==> config.mk <==
export PLATFORM = sky130hd
export DESIGN_NAME = i2s_rx_multilane_flat
export DESIGN_NICKNAME = d
export VERILOG_FILES = /design/src/rtl/i2s_rx_multilane_if.sv /design/src/rtl/i2s_rx_multilane.sv /design/src/flat_wrapper.sv
export SDC_FILE = /design/constraint.sdc
export NUM_CORES = 2
export LEC_CHECK = 0
export CORE_ASPECT_RATIO = 1.5
export CORE_MARGIN = 2
export CORE_UTILIZATION = 40
export DETAILED_ROUTE_END_ITERATION = 10
export HOLD_SLACK_MARGIN = 0.15
export PLACE_DENSITY = 0.54
export SLEW_MARGIN = 30
export SYNTH_ARGS = -nofsm -noshare
export SYNTH_HDL_FRONTEND = slang
export SYNTH_SLANG_ARGS = --single-unit
==> constraint.sdc <==
create_clock -name WB_CLK -period 4.5 [get_ports WB_CLK]
set_clock_uncertainty 0.05 [all_clocks]
set_input_delay 0.45 -clock WB_CLK [delete_from_list [all_inputs] [get_ports WB_CLK]]
set_output_delay 0.45 -clock WB_CLK [all_outputs]
set_load 0.005 [all_outputs]
==> src/rtl/i2s_rx_multilane_if.sv <==
// I2S multilane receiver bus bundle.
// Serial pins, FIFO port, SDMA lines and interrupt sources.
interface i2s_rx_multilane_if #(
  parameter int NUM_LANES = 2,
  parameter int FIFO_AW   = 6
);
  logic                 I2S_CLK_i;
  logic                 I2S_WS_CLK_i;
  logic [NUM_LANES-1:0] I2S_DIN_i;
  logic                 enable_i;
  logic                 mono_i;
  logic                 flush_i;
  logic                 ovf_clr_i;
  logic                 fifo_pop_i;
  logic [31:0]          fifo_dat_o;
  logic [FIFO_AW:0]     fifo_lvl_o;
  logic                 SDMA_Req_o;
  logic                 SDMA_Sreq_o;
  logic                 SDMA_Done_i;
  logic                 I2S_RX_Intr_o;
  logic                 I2S_DMA_Intr_o;
  logic                 I2S_Dis_Intr_o;

  modport slave (
    input  I2S_CLK_i, I2S_WS_CLK_i, I2S_DIN_i,
    input  enable_i, mono_i, flush_i, ovf_clr_i,
    input  fifo_pop_i, SDMA_Done_i,
    output fifo_dat_o, fifo_lvl_o,
    output SDMA_Req_o, SDMA_Sreq_o,
    output I2S_RX_Intr_o, I2S_DMA_Intr_o, I2S_Dis_Intr_o
  );

  modport master (
    output I2S_CLK_i, I2S_WS_CLK_i, I2S_DIN_i,
    output enable_i, mono_i, flush_i, ovf_clr_i,
    output fifo_pop_i, SDMA_Done_i,
    input  fifo_dat_o, fifo_lvl_o,
    input  SDMA_Req_o, SDMA_Sreq_o,
    input  I2S_RX_Intr_o, I2S_DMA_Intr_o, I2S_Dis_Intr_o
  );
endinterface

==> src/rtl/i2s_rx_multilane.sv <==
// Multilane I2S slave receiver, oversampled in WB_CLK.
// Sign-extended words land in a shared FWFT FIFO feeding SDMA.
module i2s_rx_multilane #(
  parameter int NUM_LANES  = 2,
  parameter int SAMPLE_W   = 24,
  parameter int FIFO_AW    = 6,
  parameter int DMA_THRESH = 16
) (
  input  logic WB_CLK,
  input  logic WB_RST,
  i2s_rx_multilane_if.slave bus
);
  localparam int LW = (NUM_LANES > 1) ? $clog2(NUM_LANES) : 1;
  localparam int DEPTH = 1 << FIFO_AW;
  localparam logic [5:0] SW = 6'(SAMPLE_W);
  localparam logic [FIFO_AW:0] FULL_LVL = (FIFO_AW+1)'(DEPTH);
  localparam logic [FIFO_AW:0] THR = (FIFO_AW+1)'(DMA_THRESH);
  localparam logic [LW-1:0] LAST = LW'(NUM_LANES - 1);

  typedef enum logic [1:0] {IDLE, ALIGN, RUN, STOP} state_t;

  state_t               state;
  state_t               state_nx;
  logic [2:0]           sck_q;
  logic [1:0]           ws_q;
  logic [NUM_LANES-1:0] din_q1;
  logic [NUM_LANES-1:0] din_q2;
  logic                 ws_prev;
  logic                 edge_e;
  logic                 done_w;
  logic                 cap;
  logic                 cap_en;
  logic                 dis;
  logic [31:0]          acc  [NUM_LANES];
  logic [5:0]           cnt  [NUM_LANES];
  logic [31:0]          word [NUM_LANES];
  logic [31:0]          stg  [NUM_LANES];
  logic                 busy;
  logic [LW-1:0]        pidx;
  logic                 push;
  logic [31:0]          push_dat;
  logic [31:0]          mem  [DEPTH];
  logic [FIFO_AW-1:0]   wr;
  logic [FIFO_AW-1:0]   rd;
  logic [FIFO_AW:0]     count;
  logic                 full;
  logic                 push_ok;
  logic                 pop_ok;
  logic                 ovf_ev;
  logic                 ovf;
  logic                 dma_q;

  // Two-stage synchronizers plus one delay stage on SCK for edge detect
  always_ff @(posedge WB_CLK) begin
    if (WB_RST) begin
      sck_q  <= '0;
      ws_q   <= '0;
      din_q1 <= '0;
      din_q2 <= '0;
    end else begin
      sck_q  <= {sck_q[1:0], bus.I2S_CLK_i};
      ws_q   <= {ws_q[0], bus.I2S_WS_CLK_i};
      din_q1 <= bus.I2S_DIN_i;
      din_q2 <= din_q1;
    end
  end

  assign edge_e = sck_q[1] & ~sck_q[2];
  assign done_w = edge_e & (ws_q[1] != ws_prev);

  // Current word per lane including this edge's bit, first SAMPLE_W bits kept
  always_comb begin
    for (int k = 0; k < NUM_LANES; k++) begin
      word[k] = acc[k];
      if (din_q2[k] && (cnt[k] < SW))
        word[k] = acc[k] | (32'h8000_0000 >> cnt[k]);
    end
  end

  // Left-aligned bit accumulators and ws history
  always_ff @(posedge WB_CLK) begin
    if (WB_RST) begin
      ws_prev <= 1'b0;
      for (int k = 0; k < NUM_LANES; k++) begin
        acc[k] <= '0;
        cnt[k] <= '0;
      end
    end else if (edge_e) begin
      ws_prev <= ws_q[1];
      for (int k = 0; k < NUM_LANES; k++) begin
        if (done_w) begin
          acc[k] <= '0;
          cnt[k] <= '0;
        end else begin
          acc[k] <= word[k];
          if (cnt[k] < SW)
            cnt[k] <= cnt[k] + 6'd1;
        end
      end
    end
  end

  assign cap = done_w & cap_en & ~(bus.mono_i & ws_prev);

  // Staging and lane-by-lane push sequencer
  always_ff @(posedge WB_CLK) begin
    if (WB_RST) begin
      busy <= 1'b0;
      pidx <= '0;
      for (int k = 0; k < NUM_LANES; k++)
        stg[k] <= '0;
    end else begin
      if (busy) begin
        if (pidx == LAST)
          busy <= 1'b0;
        else
          pidx <= pidx + 1'b1;
      end
      if (cap) begin
        busy <= 1'b1;
        pidx <= '0;
        for (int k = 0; k < NUM_LANES; k++)
          stg[k] <= $unsigned($signed(word[k]) >>> (32 - SAMPLE_W));
      end
    end
  end

  assign push     = busy;
  assign push_dat = stg[pidx];

  // FSM state register
  always_ff @(posedge WB_CLK) begin
    if (WB_RST)
      state <= IDLE;
    else
      state <= state_nx;
  end

  // FSM next state
  always_comb begin
    state_nx = state;
    unique case (state)
      IDLE:  if (bus.enable_i) state_nx = ALIGN;
      ALIGN: begin
        if (!bus.enable_i)
          state_nx = STOP;
        else if (done_w && ws_prev && !ws_q[1])
          state_nx = RUN;
      end
      RUN:   if (!bus.enable_i) state_nx = STOP;
      STOP:  if (!busy) state_nx = IDLE;
      default: state_nx = IDLE;
    endcase
  end

  // FSM outputs
  always_comb begin
    cap_en = (state == RUN);
    dis    = (state == STOP) && !busy;
  end

  assign full    = (count == FULL_LVL);
  assign pop_ok  = bus.fifo_pop_i & ((count != '0) | push);
  assign push_ok = push & (~full | bus.fifo_pop_i);
  assign ovf_ev  = push & full & ~bus.fifo_pop_i & ~bus.flush_i;

  // FIFO storage, no reset needed
  always_ff @(posedge WB_CLK) begin
    if (push_ok && !bus.flush_i)
      mem[wr] <= push_dat;
  end

  // FIFO pointers, level, overflow flag, DMA interrupt
  always_ff @(posedge WB_CLK) begin
    if (WB_RST) begin
      wr    <= '0;
      rd    <= '0;
      count <= '0;
      ovf   <= 1'b0;
      dma_q <= 1'b0;
    end else begin
      dma_q <= bus.SDMA_Done_i;
      if (ovf_ev)
        ovf <= 1'b1;
      else if (bus.ovf_clr_i)
        ovf <= 1'b0;
      if (bus.flush_i) begin
        wr    <= '0;
        rd    <= '0;
        count <= '0;
      end else begin
        if (push_ok) wr <= wr + 1'b1;
        if (pop_ok)  rd <= rd + 1'b1;
        if (push_ok && !pop_ok)
          count <= count + 1'b1;
        else if (!push_ok && pop_ok)
          count <= count - 1'b1;
      end
    end
  end

  assign bus.fifo_dat_o     = (count != '0) ? mem[rd] : 32'h0;
  assign bus.fifo_lvl_o     = count;
  assign bus.SDMA_Req_o     = (count >= THR);
  assign bus.SDMA_Sreq_o    = (count != '0);
  assign bus.I2S_RX_Intr_o  = ovf;
  assign bus.I2S_DMA_Intr_o = dma_q;
  assign bus.I2S_Dis_Intr_o = dis;
endmodule

==> src/flat_wrapper.sv <==
// flat-port wrapper written by rule: the top's interface ports become plain ports
module i2s_rx_multilane_flat 
#(
  parameter int NUM_LANES  = 2,
  parameter int SAMPLE_W   = 24,
  parameter int FIFO_AW    = 6,
  parameter int DMA_THRESH = 16
)
  (WB_CLK, WB_RST, bus_I2S_CLK_i, bus_I2S_WS_CLK_i, bus_I2S_DIN_i, bus_enable_i, bus_mono_i, bus_flush_i, bus_ovf_clr_i, bus_fifo_pop_i, bus_SDMA_Done_i, bus_fifo_dat_o, bus_fifo_lvl_o, bus_SDMA_Req_o, bus_SDMA_Sreq_o, bus_I2S_RX_Intr_o, bus_I2S_DMA_Intr_o, bus_I2S_Dis_Intr_o);
  i2s_rx_multilane_if #(.NUM_LANES(NUM_LANES), .FIFO_AW(FIFO_AW)) bus_i ();
  input  logic WB_CLK;
  input  logic WB_RST;
  input wire logic [$bits(bus_i.I2S_CLK_i)-1:0] bus_I2S_CLK_i;
  input wire logic [$bits(bus_i.I2S_WS_CLK_i)-1:0] bus_I2S_WS_CLK_i;
  input wire logic [$bits(bus_i.I2S_DIN_i)-1:0] bus_I2S_DIN_i;
  input wire logic [$bits(bus_i.enable_i)-1:0] bus_enable_i;
  input wire logic [$bits(bus_i.mono_i)-1:0] bus_mono_i;
  input wire logic [$bits(bus_i.flush_i)-1:0] bus_flush_i;
  input wire logic [$bits(bus_i.ovf_clr_i)-1:0] bus_ovf_clr_i;
  input wire logic [$bits(bus_i.fifo_pop_i)-1:0] bus_fifo_pop_i;
  input wire logic [$bits(bus_i.SDMA_Done_i)-1:0] bus_SDMA_Done_i;
  output wire logic [$bits(bus_i.fifo_dat_o)-1:0] bus_fifo_dat_o;
  output wire logic [$bits(bus_i.fifo_lvl_o)-1:0] bus_fifo_lvl_o;
  output wire logic [$bits(bus_i.SDMA_Req_o)-1:0] bus_SDMA_Req_o;
  output wire logic [$bits(bus_i.SDMA_Sreq_o)-1:0] bus_SDMA_Sreq_o;
  output wire logic [$bits(bus_i.I2S_RX_Intr_o)-1:0] bus_I2S_RX_Intr_o;
  output wire logic [$bits(bus_i.I2S_DMA_Intr_o)-1:0] bus_I2S_DMA_Intr_o;
  output wire logic [$bits(bus_i.I2S_Dis_Intr_o)-1:0] bus_I2S_Dis_Intr_o;
  assign bus_i.I2S_CLK_i = bus_I2S_CLK_i;
  assign bus_i.I2S_WS_CLK_i = bus_I2S_WS_CLK_i;
  assign bus_i.I2S_DIN_i = bus_I2S_DIN_i;
  assign bus_i.enable_i = bus_enable_i;
  assign bus_i.mono_i = bus_mono_i;
  assign bus_i.flush_i = bus_flush_i;
  assign bus_i.ovf_clr_i = bus_ovf_clr_i;
  assign bus_i.fifo_pop_i = bus_fifo_pop_i;
  assign bus_i.SDMA_Done_i = bus_SDMA_Done_i;
  assign bus_fifo_dat_o = bus_i.fifo_dat_o;
  assign bus_fifo_lvl_o = bus_i.fifo_lvl_o;
  assign bus_SDMA_Req_o = bus_i.SDMA_Req_o;
  assign bus_SDMA_Sreq_o = bus_i.SDMA_Sreq_o;
  assign bus_I2S_RX_Intr_o = bus_i.I2S_RX_Intr_o;
  assign bus_I2S_DMA_Intr_o = bus_i.I2S_DMA_Intr_o;
  assign bus_I2S_Dis_Intr_o = bus_i.I2S_Dis_Intr_o;
  i2s_rx_multilane #(.NUM_LANES(NUM_LANES), .SAMPLE_W(SAMPLE_W), .FIFO_AW(FIFO_AW), .DMA_THRESH(DMA_THRESH)) u_core (.WB_CLK(WB_CLK), .WB_RST(WB_RST), .bus(bus_i));
endmodule
==> flow_summary.ini <==
[hold_path]
hold_depth = 3
hp-start = bus_ovf_clr_i
min_to = u_core.bus.I2S_RX_Intr_o
hold_class = in2reg

[cts]
clock_path_buffers = 3
numCtsBuffers = 159
cts.sinks = 1686
cts-root-buf = clkbuf_16
clk_pin_slew_ns = 0.06
cts_tree = yes
htreeDepth = 4
clk_latency_ns = 0.80

[timing]
tightest_slew_ns = 1.06
relSlewSlack_pct = 29.5
hold_violations = 0
setup_slack_ns = 0.0692
fin_crit_ns = 4.43
post-route-period-util_pct = 98.5
report.final.slew_viol_count = 0
hold_ws_ns = 0.248
clock.fmax_mhz = 226
rsz0062_at_grt = true
fin_tns_setup_ns = 0
finalSetupViolations = 0

[job]
max_cap_viol_count = 0

[global_route]
grt_antenna_before_repair = 2
grt_pass1_vias = 33200
overflow = 0
grt_max_degree = 65
track_usage_pct = 20.8
grt_pass1_wl_um = 246000

[floorplanning]
ios = 56
fp-row-count = 182
core_um2 = 164000
die_area_um2 = 168000
die_y_um = 501
die_w_um = 335
start_util_pct = 40.2

[cells_and_area]
nets = 3518
syn_to_final_growth_pct = 13.6
final_core_util_pct = 45.7
final_layout_size_suffix_gt1_share_pct = 23.8
fillCellCount = 13800
layout.cells.non_filler = 5723

[yosys]
synth_warnings = 0
async_reset_ff_share_pct = 0
synth.area.top_cells = edfxtp_1, mux4_2, mux2i_1
netlist_instances = 3245
syn_area_per_cell_um2 = 20.3
synth-seq-area-share_pct = 76.3
synth-edff-count = 1644
yosysTopAreaCell = edfxtp_1
synth-main-ff-cell = edfxtp_1
synth_common_cells = edfxtp_1, mux4_2, nor2_1, mux2i_1, o22ai_1
synth_top_area_share_pct = 75.0
synth_area_um2 = 65800
synth_most_common_cell = edfxtp_1
synth.distinct_cells = 76
ys_seq_elements = 1686

[outcome]
status = finished, final reports clean

[worst_setup_path]
startpoint_type = flip-flop
cp_slowest_cell = and4b_1
cp.required_ns = 4.00
critical_path_buf_inv_count = 2
arrival_ns = 3.93
reg2reg_from = u_core.bus.fifo_lvl_o[0]
critPathMaxFanout = 29
crit_family = simple AND/OR/NAND/NOR gates
cp_cell_sequence = and4b_1, buf_4, a22oi_1, nand2_1, or4_1, o22ai_1, clkdlybuf4s50_1
ff2ff_path_depth = 10
r2r-end = u_core.bus.fifo_lvl_o[6]
critPathKind = reg2out
worst-r2r-setup-slack_ns = 0.83
worstSetupEndpointType = primary output
slowest_delay_ns = 0.59

[place]
dp_cells = 5428
post-place-ws_ns = 0.486
dpl.hpwl_um = 109000
portBuffers = 55
place.gp.congestion = 0.815

[routing]
dr.pass1.iters = 5
wl_per_cell_um = 30.4
wirelength_um = 174000
vias = 32400
first_iter_violations = 3066
drc = 0
antenna_left = 0
vias_per_cell = 5.66

[power]
ir_worst_vdd_v = 0.000648
leakage_nw = 22.8
cellPowerDensity_nw_per_um2 = 494
==> placed cells by master (no fill, tap or decap), types with 40 or more instances in the layout <==
cell type	n
clkbuf_16	160
nor2_1	153
mux2i_1	192
clkdlybuf4s50_1	55
o22ai_1	103
buf_4	173
a22oi_1	60
mux4_2	274
a21oi_1	40
clkbuf_1	41
edfxtp_1	1644
==> flip-flops by register name, indices dropped and copies added (netlist names), named ones only <==
| name | count |
|---|---|
| u_core.acc | 48 |
| u_core.bus.I2S_DMA_Intr_o | 1 |
| u_core.bus.I2S_RX_Intr_o | 1 |
| u_core.bus.fifo_lvl_o | 7 |
| u_core.busy | 1 |
| u_core.cnt | 12 |
| u_core.din_q1 | 2 |
| u_core.din_q2 | 2 |
| u_core.mem | 1536 |
| u_core.pidx | 1 |
| u_core.rd | 6 |
| u_core.sck_q | 3 |
| u_core.state | 2 |
| u_core.stg | 48 |
| u_core.wr | 6 |
| u_core.ws_prev | 1 |
| u_core.ws_q | 2 |
==> worst max-delay path by stage <==
stage	to	cells past startpoint	from	slack [ns]
final	bus_fifo_dat_o[9]	7	flip-flop	0.07
after global routing	bus_fifo_dat_o[3]	7	flip-flop	-0.003
after CTS	bus_fifo_dat_o[21]	5	flip-flop	0.02
after detailed placement	bus_fifo_dat_o[5]	7	flip-flop	0.49
after global placement	bus_fifo_dat_o[5]	7	flip-flop	0.52
after floorplan	u_core.bus.fifo_lvl_o[6]	10	u_core.bus.fifo_lvl_o[0]	1.31
==> tightest hold or removal path: stages <==
cell and delay (ns):
clkdlybuf4s50_1 0.44, nand2b_1 0.09, a21oi_1 0.06
==> report_power, final <==
group	internal [mW]	leakage (nW)	switching, mW	total, mW
Sequential	17.2	15.4	0.157	17.4
Clock	7.12	2.40	5.80	12.9
Combinational	2.99	4.96	3.59	6.58
==> routing by layer <==
layer	track usage (%)	part of all wire (%)	up-vias
li1	-	-	13800
met4	5.99	2.6	0
met3	2.68	4.4	248
met2	37.6	54	916
met1	25.9	39	17400
met5	0	0	-
==> through the flow <==
step / power [mW] / instance area, um2
floorplan: 21.7 / 65800
global placement: 24.3 / 69600
detailed placement: 24.3 / 69700
CTS: 37.2 / 74700
global route: 38.0 / 74700
finish: 36.9 / 74700
==> cell families after synthesis <==
group	share of synthesized area [%]
fa+ha+maj	0.506
xor+xnor	0.226
mux	13.1
simple gates	3.45
buf+inv	2.42
other cells	0.00570
compound gates	4.01
flops	76.3
==> final cells by class <==
cell class	count	area (um2)	area share (%)
antenna	1	2.50	0.00335
clock buffer	203	4190	5.60
clock inverter	84	729	0.976
inverter	20	75.1	0.100
multi-input combinational	1354	14500	19.4
sequential	1686	50200	67.2
tap	2116	2650	3.54
timing repair buffer	259	2390	3.19
==> repair_timing <==
action / 4_1_cts / 5_1_grt
setup endpoints to repair: 30 / 18
gates resized for setup: 12 / 6
hold buffers: 5 / 0
hold endpoints to repair: 5 / 0
setup buffers: 2 / 0
No activity file was read; power rests on OpenSTA's default activity.
